**config.mk**
```make
export PLATFORM = sky130hd
export DESIGN_NAME = serial_cfg_tx_flat
export DESIGN_NICKNAME = d
export VERILOG_FILES = /design/src/rtl/serial_cfg_tx_if.sv /design/src/rtl/serial_cfg_tx.sv /design/src/flat_wrapper.sv
export SDC_FILE = /design/constraint.sdc
export NUM_CORES = 1
export LEC_CHECK = 0
export CELL_PAD_IN_SITES_DETAIL_PLACEMENT = 0
export CELL_PAD_IN_SITES_GLOBAL_PLACEMENT = 1
export CORE_UTILIZATION = 45
export CTS_CLUSTER_DIAMETER = 30
export DETAILED_ROUTE_END_ITERATION = 10
export PLACE_DENSITY_LB_ADDON = 0.1
export SYNTH_ARGS = -nofsm -noshare
export SYNTH_HDL_FRONTEND = slang
export SYNTH_SLANG_ARGS = --single-unit
```
**constraint.sdc**
```tcl
create_clock -name i_clk -period 4.6 [get_ports i_clk]
set_input_delay 0.46 -clock i_clk [delete_from_list [all_inputs] [get_ports i_clk]]
set_output_delay 0.46 -clock i_clk [all_outputs]
set_load 0.01 [all_outputs]
```
**src/rtl/serial_cfg_tx_if.sv**
```systemverilog
// Host-side handshake bundle for serial_cfg_tx: config word in, status back.
// Signal names are from the transmitter's point of view.
interface serial_cfg_tx_if #(
    parameter int DATA_W = 5
);
    logic [DATA_W-1:0] i_data;
    logic              i_valid;
    logic              o_ready;
    logic              o_busy;
    logic              o_done;

    modport master (
        output i_data,
        output i_valid,
        input  o_ready,
        input  o_busy,
        input  o_done
    );

    modport slave (
        input  i_data,
        input  i_valid,
        output o_ready,
        output o_busy,
        output o_done
    );
endinterface

```
**src/rtl/serial_cfg_tx.sv**
```systemverilog
// Serial configuration transmitter: shifts a config word LSB-first onto o_sclk/o_sdin.
// Optional trailing even-parity bit when SERIAL_CFG_TX_PARITY_EN is defined.
//
// state   | meaning
// --------+----------------------------------------------------------
// S_IDLE  | ready for a new word, sclk low
// S_SETUP | sclk low, current bit held on sdin ahead of the rising edge
// S_HIGH  | sclk high, receiver sampling the current bit
// S_STOP  | trailing sclk-low gap before o_done
module serial_cfg_tx #(
    parameter int DATA_W  = 5,
    parameter int CLK_DIV = 4,
    parameter int GAP     = 2
) (
    input  logic             i_clk,
    input  logic             i_reset,
    serial_cfg_tx_if.slave   cfg,
    output logic             o_sclk,
    output logic             o_sdin
);

`ifdef SERIAL_CFG_TX_PARITY_EN
    localparam int NBITS = DATA_W + 1;
`else
    localparam int NBITS = DATA_W;
`endif
    localparam int DIV_W = $clog2(CLK_DIV + 1);
    localparam int BIT_W = $clog2(NBITS + 1);
    localparam int GAP_W = $clog2(GAP + 1);

    typedef enum logic [1:0] {
        S_IDLE,
        S_SETUP,
        S_HIGH,
        S_STOP
    } state_t;

    state_t             r_state,  w_state;
    logic [NBITS-1:0]   r_shift,  w_shift;
    logic [DIV_W-1:0]   r_div,    w_div;
    logic [BIT_W-1:0]   r_bit,    w_bit;
    logic [GAP_W-1:0]   r_gap,    w_gap;
    logic               r_sclk,   w_sclk;
    logic               r_sdin,   w_sdin;
    logic               r_busy,   w_busy;
    logic               r_done,   w_done;
    logic [NBITS-1:0]   w_frame;
    logic [NBITS-1:0]   w_shift_nx;

`ifdef SERIAL_CFG_TX_PARITY_EN
    assign w_frame = {^cfg.i_data, cfg.i_data};
`else
    assign w_frame = cfg.i_data;
`endif
    assign w_shift_nx = r_shift >> 1;

    always_ff @(posedge i_clk or posedge i_reset) begin
        if (i_reset) begin
            r_state <= S_IDLE;
            r_shift <= '0;
            r_div   <= '0;
            r_bit   <= '0;
            r_gap   <= '0;
            r_sclk  <= 1'b0;
            r_sdin  <= 1'b0;
            r_busy  <= 1'b0;
            r_done  <= 1'b0;
        end else begin
            r_state <= w_state;
            r_shift <= w_shift;
            r_div   <= w_div;
            r_bit   <= w_bit;
            r_gap   <= w_gap;
            r_sclk  <= w_sclk;
            r_sdin  <= w_sdin;
            r_busy  <= w_busy;
            r_done  <= w_done;
        end
    end

    always_comb begin
        w_state = r_state;
        w_shift = r_shift;
        w_div   = r_div;
        w_bit   = r_bit;
        w_gap   = r_gap;
        w_sclk  = r_sclk;
        w_sdin  = r_sdin;
        w_busy  = r_busy;
        w_done  = 1'b0;
        case (r_state)
            S_IDLE: begin
                if (cfg.i_valid) begin
                    // First setup phase is CLK_DIV+1 cycles long: the accept cycle plus CLK_DIV.
                    w_shift = w_frame;
                    w_sdin  = w_frame[0];
                    w_busy  = 1'b1;
                    w_div   = DIV_W'(CLK_DIV);
                    w_bit   = BIT_W'(NBITS - 1);
                    w_state = S_SETUP;
                end
            end
            S_SETUP: begin
                if (r_div == '0) begin
                    w_sclk  = 1'b1;
                    w_div   = DIV_W'(CLK_DIV - 1);
                    w_state = S_HIGH;
                end else begin
                    w_div = r_div - DIV_W'(1);
                end
            end
            S_HIGH: begin
                if (r_div == '0) begin
                    w_sclk = 1'b0;
                    if (r_bit != '0) begin
                        w_shift = w_shift_nx;
                        w_sdin  = w_shift_nx[0];
                        w_bit   = r_bit - BIT_W'(1);
                        w_div   = DIV_W'(CLK_DIV - 1);
                        w_state = S_SETUP;
                    end else begin
                        w_sdin = 1'b0;
                        // The falling-edge cycle already counts as the first gap cycle.
                        if (GAP == 1) begin
                            w_done  = 1'b1;
                            w_busy  = 1'b0;
                            w_state = S_IDLE;
                        end else begin
                            w_gap   = GAP_W'(GAP - 2);
                            w_state = S_STOP;
                        end
                    end
                end else begin
                    w_div = r_div - DIV_W'(1);
                end
            end
            S_STOP: begin
                if (r_gap == '0) begin
                    w_done  = 1'b1;
                    w_busy  = 1'b0;
                    w_state = S_IDLE;
                end else begin
                    w_gap = r_gap - GAP_W'(1);
                end
            end
            default: begin
                w_state = S_IDLE;
            end
        endcase
    end

    assign cfg.o_ready = (r_state == S_IDLE);
    assign cfg.o_busy  = r_busy;
    assign cfg.o_done  = r_done;
    assign o_sclk      = r_sclk;
    assign o_sdin      = r_sdin;

endmodule
```
**src/flat_wrapper.sv**
```systemverilog
// flat-port wrapper written by rule: the top's interface ports become plain ports
module serial_cfg_tx_flat 
#(
    parameter int DATA_W  = 5,
    parameter int CLK_DIV = 4,
    parameter int GAP     = 2
)
  (i_clk, i_reset, o_sclk, o_sdin, cfg_i_data, cfg_i_valid, cfg_o_ready, cfg_o_busy, cfg_o_done);
  serial_cfg_tx_if #(.DATA_W(DATA_W)) cfg_i ();
  input  logic i_clk;
  input  logic i_reset;
  output logic o_sclk;
  output logic o_sdin;
  input wire logic [$bits(cfg_i.i_data)-1:0] cfg_i_data;
  input wire logic [$bits(cfg_i.i_valid)-1:0] cfg_i_valid;
  output wire logic [$bits(cfg_i.o_ready)-1:0] cfg_o_ready;
  output wire logic [$bits(cfg_i.o_busy)-1:0] cfg_o_busy;
  output wire logic [$bits(cfg_i.o_done)-1:0] cfg_o_done;
  assign cfg_i.i_data = cfg_i_data;
  assign cfg_i.i_valid = cfg_i_valid;
  assign cfg_o_ready = cfg_i.o_ready;
  assign cfg_o_busy = cfg_i.o_busy;
  assign cfg_o_done = cfg_i.o_done;
  serial_cfg_tx #(.DATA_W(DATA_W), .CLK_DIV(CLK_DIV), .GAP(GAP)) u_core (.i_clk(i_clk), .i_reset(i_reset), .cfg(cfg_i), .o_sclk(o_sclk), .o_sdin(o_sdin));
endmodule
```
==> out/metrics.cfg, run 1 <==
[power_and_ir_drop]
power.leakage_nw=0.560
p_per_area_nw_per_um2=736
vdd_drop_max_mv=0.355

[critical_path]
crit_required_ns=4.81
endpoint=u_core.r_bit[0]
arrival_ns=2.36
crit_path_start=u_core.r_state[0]
rr_startpoint=u_core.r_state[0]
crit_fanout=17
r2r-end=u_core.r_bit[0]
path_class=flop to flop
crit_path_end_kind=flop
regToRegSetupSlack_ns=2.45
cp-start-kind=flop
r2r_cells=6

[yosys]
syn_inst=105
ys_seq_area_frac=0.426
syn-num-nets=122
synth_async_sr_flop_share=1.00
synth-seq-cells=18
synth_area_um2=1060
ys_types=30
yosysWarnings=0
synth_top_area_frac=0.426
synth_area_leaders=dfrtp_1 43%, ha_1 11%, mux2i_1 7.6%, inv_1 5.0%, a21oi_1 3.8%
synth_flop_cell=dfrtp_1
yosysMostFrequentCell=dfrtp_1
synth_common_cells=18 x dfrtp_1, 14 x inv_1, 9 x ha_1, 9 x nor2_1
yosys.area.top_type=dfrtp_1
syn_avg_cell_area_um2=10.1
synth-edff-count=0

[route]
routed_wl_mm=1.77
via_per_inst=5.12
ant_nets=0
top_layer_used=met4
routed-wl-met3_um=35
drtIter0Drc=5
num_vias=743
wl_met1_um=862
met2WireLength_um=861
drc=0
drt_pass1_iterations=4
wl_per_cell_um=12.2

[sta]
setup_viol=0
hold_viol=0
fin_tns_setup_ns=0
fin_crit_ns=2.15
worst_pin_slew_ns=0.707
fin_crit_sh=0.468
report.final.slew_viol_count=0
hold_ws_ns=0.502
clock_skew_ns=0.00783
slew_headroom=0.528
rsz0062_at_grt=false
fmax_mhz=465
setup_ws_ns=2.45

[global_routing]
grt_usage=0.161
antenna_found_initial=0
grt_overflow=0
grt_max_degree=19
grt_pass1_vias=697
grt_pass1_wl_mm=3.02

[run_status]
status=finished, final reports clean

[clocking]
cts_buffers=3
clkLatencyLatePin_ns=0.29
htreeDepth=1
post-cts-setup-buffers=0
postCtsHoldBufs=0
cts_tree=yes
clock_sinks=18
path_clk_slew_ns=0.10
root_buffer=clkbuf_4
clockBufferDepth=2
ctsResizeCount=0

[floorplanning]
die-area_um2=2550
die_y_um=50.5
initial_core_util=0.478
fp-row-count=17
fp.dieW_um=50.5
io_pins=13
core_area_um2=2210

[cells_and_area]
drive_gt1_frac=0.0598
nFillCells=202
n_antenna_cell=0
syn_to_final_growth_pct=14.6
nets=136

[placed_design]
pre_cts_ws_ns=2.46
io_buffers=12
dp_hpwl_mm=1.35
gp_congestion=0.751

[job]
drv_cap=0

[hold_path]
min_path_type=flop to flop

## registers in the layout, summed over array words and instances (netlist names)
| register | cells |
|---|---|
| u_core.r_state | 2 |
| u_core.o_sclk | 1 |
| u_core.cfg.o_busy | 1 |
| u_core.cfg.o_done | 1 |
| u_core.o_sdin | 1 |
| u_core.r_shift | 4 |
| u_core.r_gap | 2 |
| u_core.r_div | 3 |
| u_core.r_bit | 3 |
## kinds of logic (layout without fill, tap and decap cells)
family | count (synthesis) | after routing | synth area share
adder cells (fa/ha/maj) | 9 | 9 | 0.107
AND/OR/NAND/NOR | 28 | 28 | 0.142
buffers and inverters | 17 | 29 | 0.0722
flip-flops | 18 | 18 | 0.426
AO/OA/AOI/OAI | 25 | 25 | 0.178
multiplexers | 8 | 8 | 0.0757
## layer usage
metal,up-vias,global-route usage
met1,350,0.217
met2,7,0.249
li1,384,-
met5,-,0
met3,2,0.0364
met4,0,0.0694
## how the worst min path moves through the flow
stage	start	end	slack, ns	depth (start not counted)
5_1_grt	u_core.r_div[2]	u_core.r_div[2]	0.56	1
6_report	u_core.r_div[2]	u_core.r_div[2]	0.50	1
2_1_floorplan	i_reset	u_core.cfg.o_busy	0.40	1
4_1_cts	u_core.r_div[2]	u_core.r_div[2]	0.51	1
3_5_place_dp	u_core.r_div[2]	u_core.r_div[2]	0.50	1
3_3_place_gp	u_core.r_div[2]	u_core.r_div[2]	0.47	1
## cell usage in the layout, fill, tap and decap left out
cell,synthesis,final
o21ai_0,3,3
nand3_1,1,1
a22o_1,2,2
ha_1,9,9
o31ai_1,2,2
nand2_1,4,4
and3_1,1,1
o22ai_1,1,1
a221oi_1,1,1
a2111oi_0,1,1
a211oi_1,1,1
a2111oi_4,1,1
clkbuf_4,0,3
and2b_1,1,1
clkdlybuf4s50_1,0,12
nand3b_1,1,1
a21oi_1,8,8
o211ai_1,1,1
nand2b_1,6,6
or2_2,1,1
and3b_4,1,1
dfrtp_1,18,18
nor2_1,9,9
mux2i_1,8,8
a41oi_1,1,1
a211oi_2,1,1
inv_1,14,14
nor2b_1,3,3
a31oi_1,2,2
## worst max-delay path, stage by stage (launching register included)
cell and delay (ns):
dfrtp_1 0.43, inv_1 0.10, ha_1 0.60, nor2_1 0.21
a211oi_2 0.40, nand3_1 0.15, mux2i_1 0.18
## through the flow
stage                     power [W]   util  cells  area, um^2
final                      0.000891  0.548    145        1210
after global routing       0.000981  0.548    145        1210
after CTS                  0.000905  0.548    145        1210
after detailed placement   0.000824  0.537    142        1190
after global placement     0.000817  0.537    142        1190
after floorplan            0.000703      -    105        1060
## final cells by class
type | instances | area, um^2 | area share
multi-input combinational | 70 | 531 | 0.438
sequential | 18 | 450 | 0.372
timing repair buffer | 12 | 120 | 0.0992
inverter | 14 | 52.6 | 0.0434
tap | 28 | 35.0 | 0.0289
clock buffer | 3 | 22.5 | 0.0186
## where the power goes
group | switching, W | total (W) | internal, W | leakage [nW]
clock network | 0.0000468 | 0.0000772 | 0.0000304 | 0.0138
logic | 0.000290 | 0.000537 | 0.000247 | 0.331
registers | 0.0000414 | 0.000277 | 0.000236 | 0.215
total | 0.000378 | 0.000891 | 0.000514 | 0.560
Power figures use the tool's default switching activity.
==> inputs of run 2 (changes only) <==
Settings changed: CORE_UTILIZATION 45 to 42.
Clock period 4.6 ns to 2.1 ns, I/O delays scaled along.
==> out/metrics.cfg, run 2 (synthesis gave the netlist of run 1 again) <==
[clocking]
cts_buffers=3  ; unchanged
clock_sinks=18  ; unchanged
root_buffer=clkbuf_4  ; unchanged
htreeDepth=1  ; unchanged
ctsResizeCount=0  ; unchanged
post-cts-setup-buffers=0  ; unchanged
clockBufferDepth=2  ; unchanged
cts_tree=yes  ; unchanged
clkLatencyLatePin_ns=0.29  ; about the same
path_clk_slew_ns=0.11  ; was 0.10 ns
postCtsHoldBufs=0  ; unchanged

[route]
via_per_inst=5.25  ; was 5.12
drt_pass1_iterations=4  ; unchanged
wl_per_cell_um=13.3  ; was 12.2 um
drtIter0Drc=13  ; was 5
num_vias=772  ; was 743
ant_nets=0  ; unchanged
routed_wl_mm=1.96  ; was 1.77 mm
drc=0  ; unchanged

[global_routing]
grt_pass1_vias=810  ; was 697
use_met2=0.293  ; was 0.249
antenna_found_initial=0  ; unchanged
grt_busiest_layer=met2  ; unchanged
grt_usage=0.178  ; was 0.161
grt_max_degree=19  ; unchanged
grt_use_met3=0.0261  ; was 0.0364
grt_overflow=0  ; unchanged
met1_usage=0.232  ; was 0.217
grt_pass1_wl_mm=3.51  ; was 3.02 mm

[power_and_ir_drop]
p_per_area_nw_per_um2=1650  ; was 736 nW/um^2
power.total_w=0.00204  ; was 0.000891 W
power.leakage_nw=0.572  ; was 0.560 nW
vdd_drop_max_mv=0.872  ; was 0.355 mV

[floorplanning]
fp-row-count=17  ; unchanged
io_pins=13  ; unchanged
initial_core_util=0.460  ; was 0.478
fp.dieW_um=52.2  ; was 50.5 um
core_area_um2=2300  ; was 2210 um^2
die_y_um=52.2  ; was 50.5 um
die-area_um2=2720  ; was 2550 um^2

[cells_and_area]
n_antenna_cell=0  ; unchanged
drive_gt1_frac=0.0756  ; was 0.0598
final_cell_mix=18 x dfrtp_1, 14 x inv_1, 12 x clkdlybuf4s50_1  ; unchanged
regMostFlops=u_core.r_shift  ; unchanged
nets=137  ; was 136
layout_commonest_cell=dfrtp_1  ; unchanged
largest_reg_flops=4  ; unchanged
top_regs=u_core.r_shift x4, u_core.r_bit x3, u_core.r_div x3  ; unchanged
nFillCells=215  ; was 202
syn_to_final_growth_pct=16.6  ; was 14.6%

[job]
drv_cap=0  ; unchanged

[critical_path]
r2r-end=u_core.r_shift[4]  ; was u_core.r_bit[0]
rr_startpoint=u_core.r_state[0]  ; unchanged
regToRegSetupSlack_ns=0.19  ; was 2.45 ns
r2r_cells=6  ; unchanged
crit_required_ns=2.26  ; was 4.81 ns
crit_path_end_kind=flop  ; unchanged
cp-start-kind=flop  ; unchanged
arrival_ns=2.06  ; was 2.36 ns
crit_fanout=13  ; was 17
path_class=flop to flop  ; unchanged

[sta]
setup_ws_ns=0.193  ; was 2.45 ns
fin_crit_sh=0.908  ; was 0.468
report.final.slew_viol_count=0  ; unchanged
setup_viol=0  ; unchanged
worst_pin_slew_ns=0.698  ; was 0.707 ns
slew_headroom=0.534  ; was 0.528
hold_viol=0  ; unchanged
hold_ws_ns=0.308  ; was 0.502 ns
fmax_mhz=524  ; was 465 MHz
rsz0062_at_grt=false  ; unchanged
fin_tns_setup_ns=0  ; unchanged
fin_crit_ns=1.91  ; was 2.15 ns
clock_skew_ns=0.00410  ; was 0.00783 ns

[placed_design]
io_buffers=12  ; unchanged
pre_cts_ws_ns=0.222  ; was 2.46 ns
dp_hpwl_mm=1.44  ; was 1.35 mm
gp_congestion=0.763  ; was 0.751

[hold_path]
min_path_type=input port to async pin  ; was flop to flop

[run_status]
status=finished, final reports clean  ; unchanged

## run 2: cell types whose count changed in the layout (fill, tap and decap cells not counted), sizes merged
cell    previous run  this run
buf                0         1
clkbuf             3         4
## run 2: worst max path at each step
stage,from,cells after the start,end
final,u_core.r_state[0],6,u_core.r_shift[4]
after detailed placement,u_core.r_state[0],6,u_core.r_shift[4]
after CTS,u_core.r_state[0],7,u_core.r_shift[2]
after global placement,u_core.r_div[0],5,u_core.r_shift[4]
after global routing,u_core.r_state[0],7,u_core.r_shift[2]
after floorplan,u_core.r_state[0],7,u_core.r_state[1]
## run 2: worst max-delay path: stages, from the launching register on
cell	delay, ns
dfrtp_1	0.43
inv_1	0.10
ha_1	0.24
buf_4	0.24
nor2_1	0.12
a2111oi_4	0.47
o21ai_0	0.17
## run 2: cell type report
cell class / instances / area (um^2) / share of cell area
multi-input cells: 70 / 531 / 0.430
flip-flops and latches: 18 / 450 / 0.365
repair buffers: 13 / 128 / 0.104
inverters: 14 / 52.6 / 0.0426
clock buffers: 4 / 36.3 / 0.0294
well taps: 28 / 35.0 / 0.0284
## run 2: metal layers
layer  up-vias  wire length (um)
met4         0                21
met1       371               972
li1        387                 -
met3         2                34
met2        12               930
met5         -                 0
## run 2: power breakdown
| group | switching, W | internal [W] | leakage (nW) |
|---|---|---|---|
| sequential | 0.0000906 | 0.000517 | 0.215 |
| clock | 0.000109 | 0.000106 | 0.0210 |
| combinational | 0.000665 | 0.000552 | 0.336 |
## run 2: stage by stage
step,util,area [um^2],instances
after floorplan,-,1060,105
after global placement,0.521,1200,143
after detailed placement,0.521,1200,143
after CTS,0.536,1230,147
after global routing,0.536,1230,147
final,0.536,1230,147
==> inputs of run 3 (changes only) <==
Settings changed: SLEW_MARGIN from default to 15.
==> results of run 3 <==
Same layout as run 2: the final DEF is identical, and so are final timing and power.
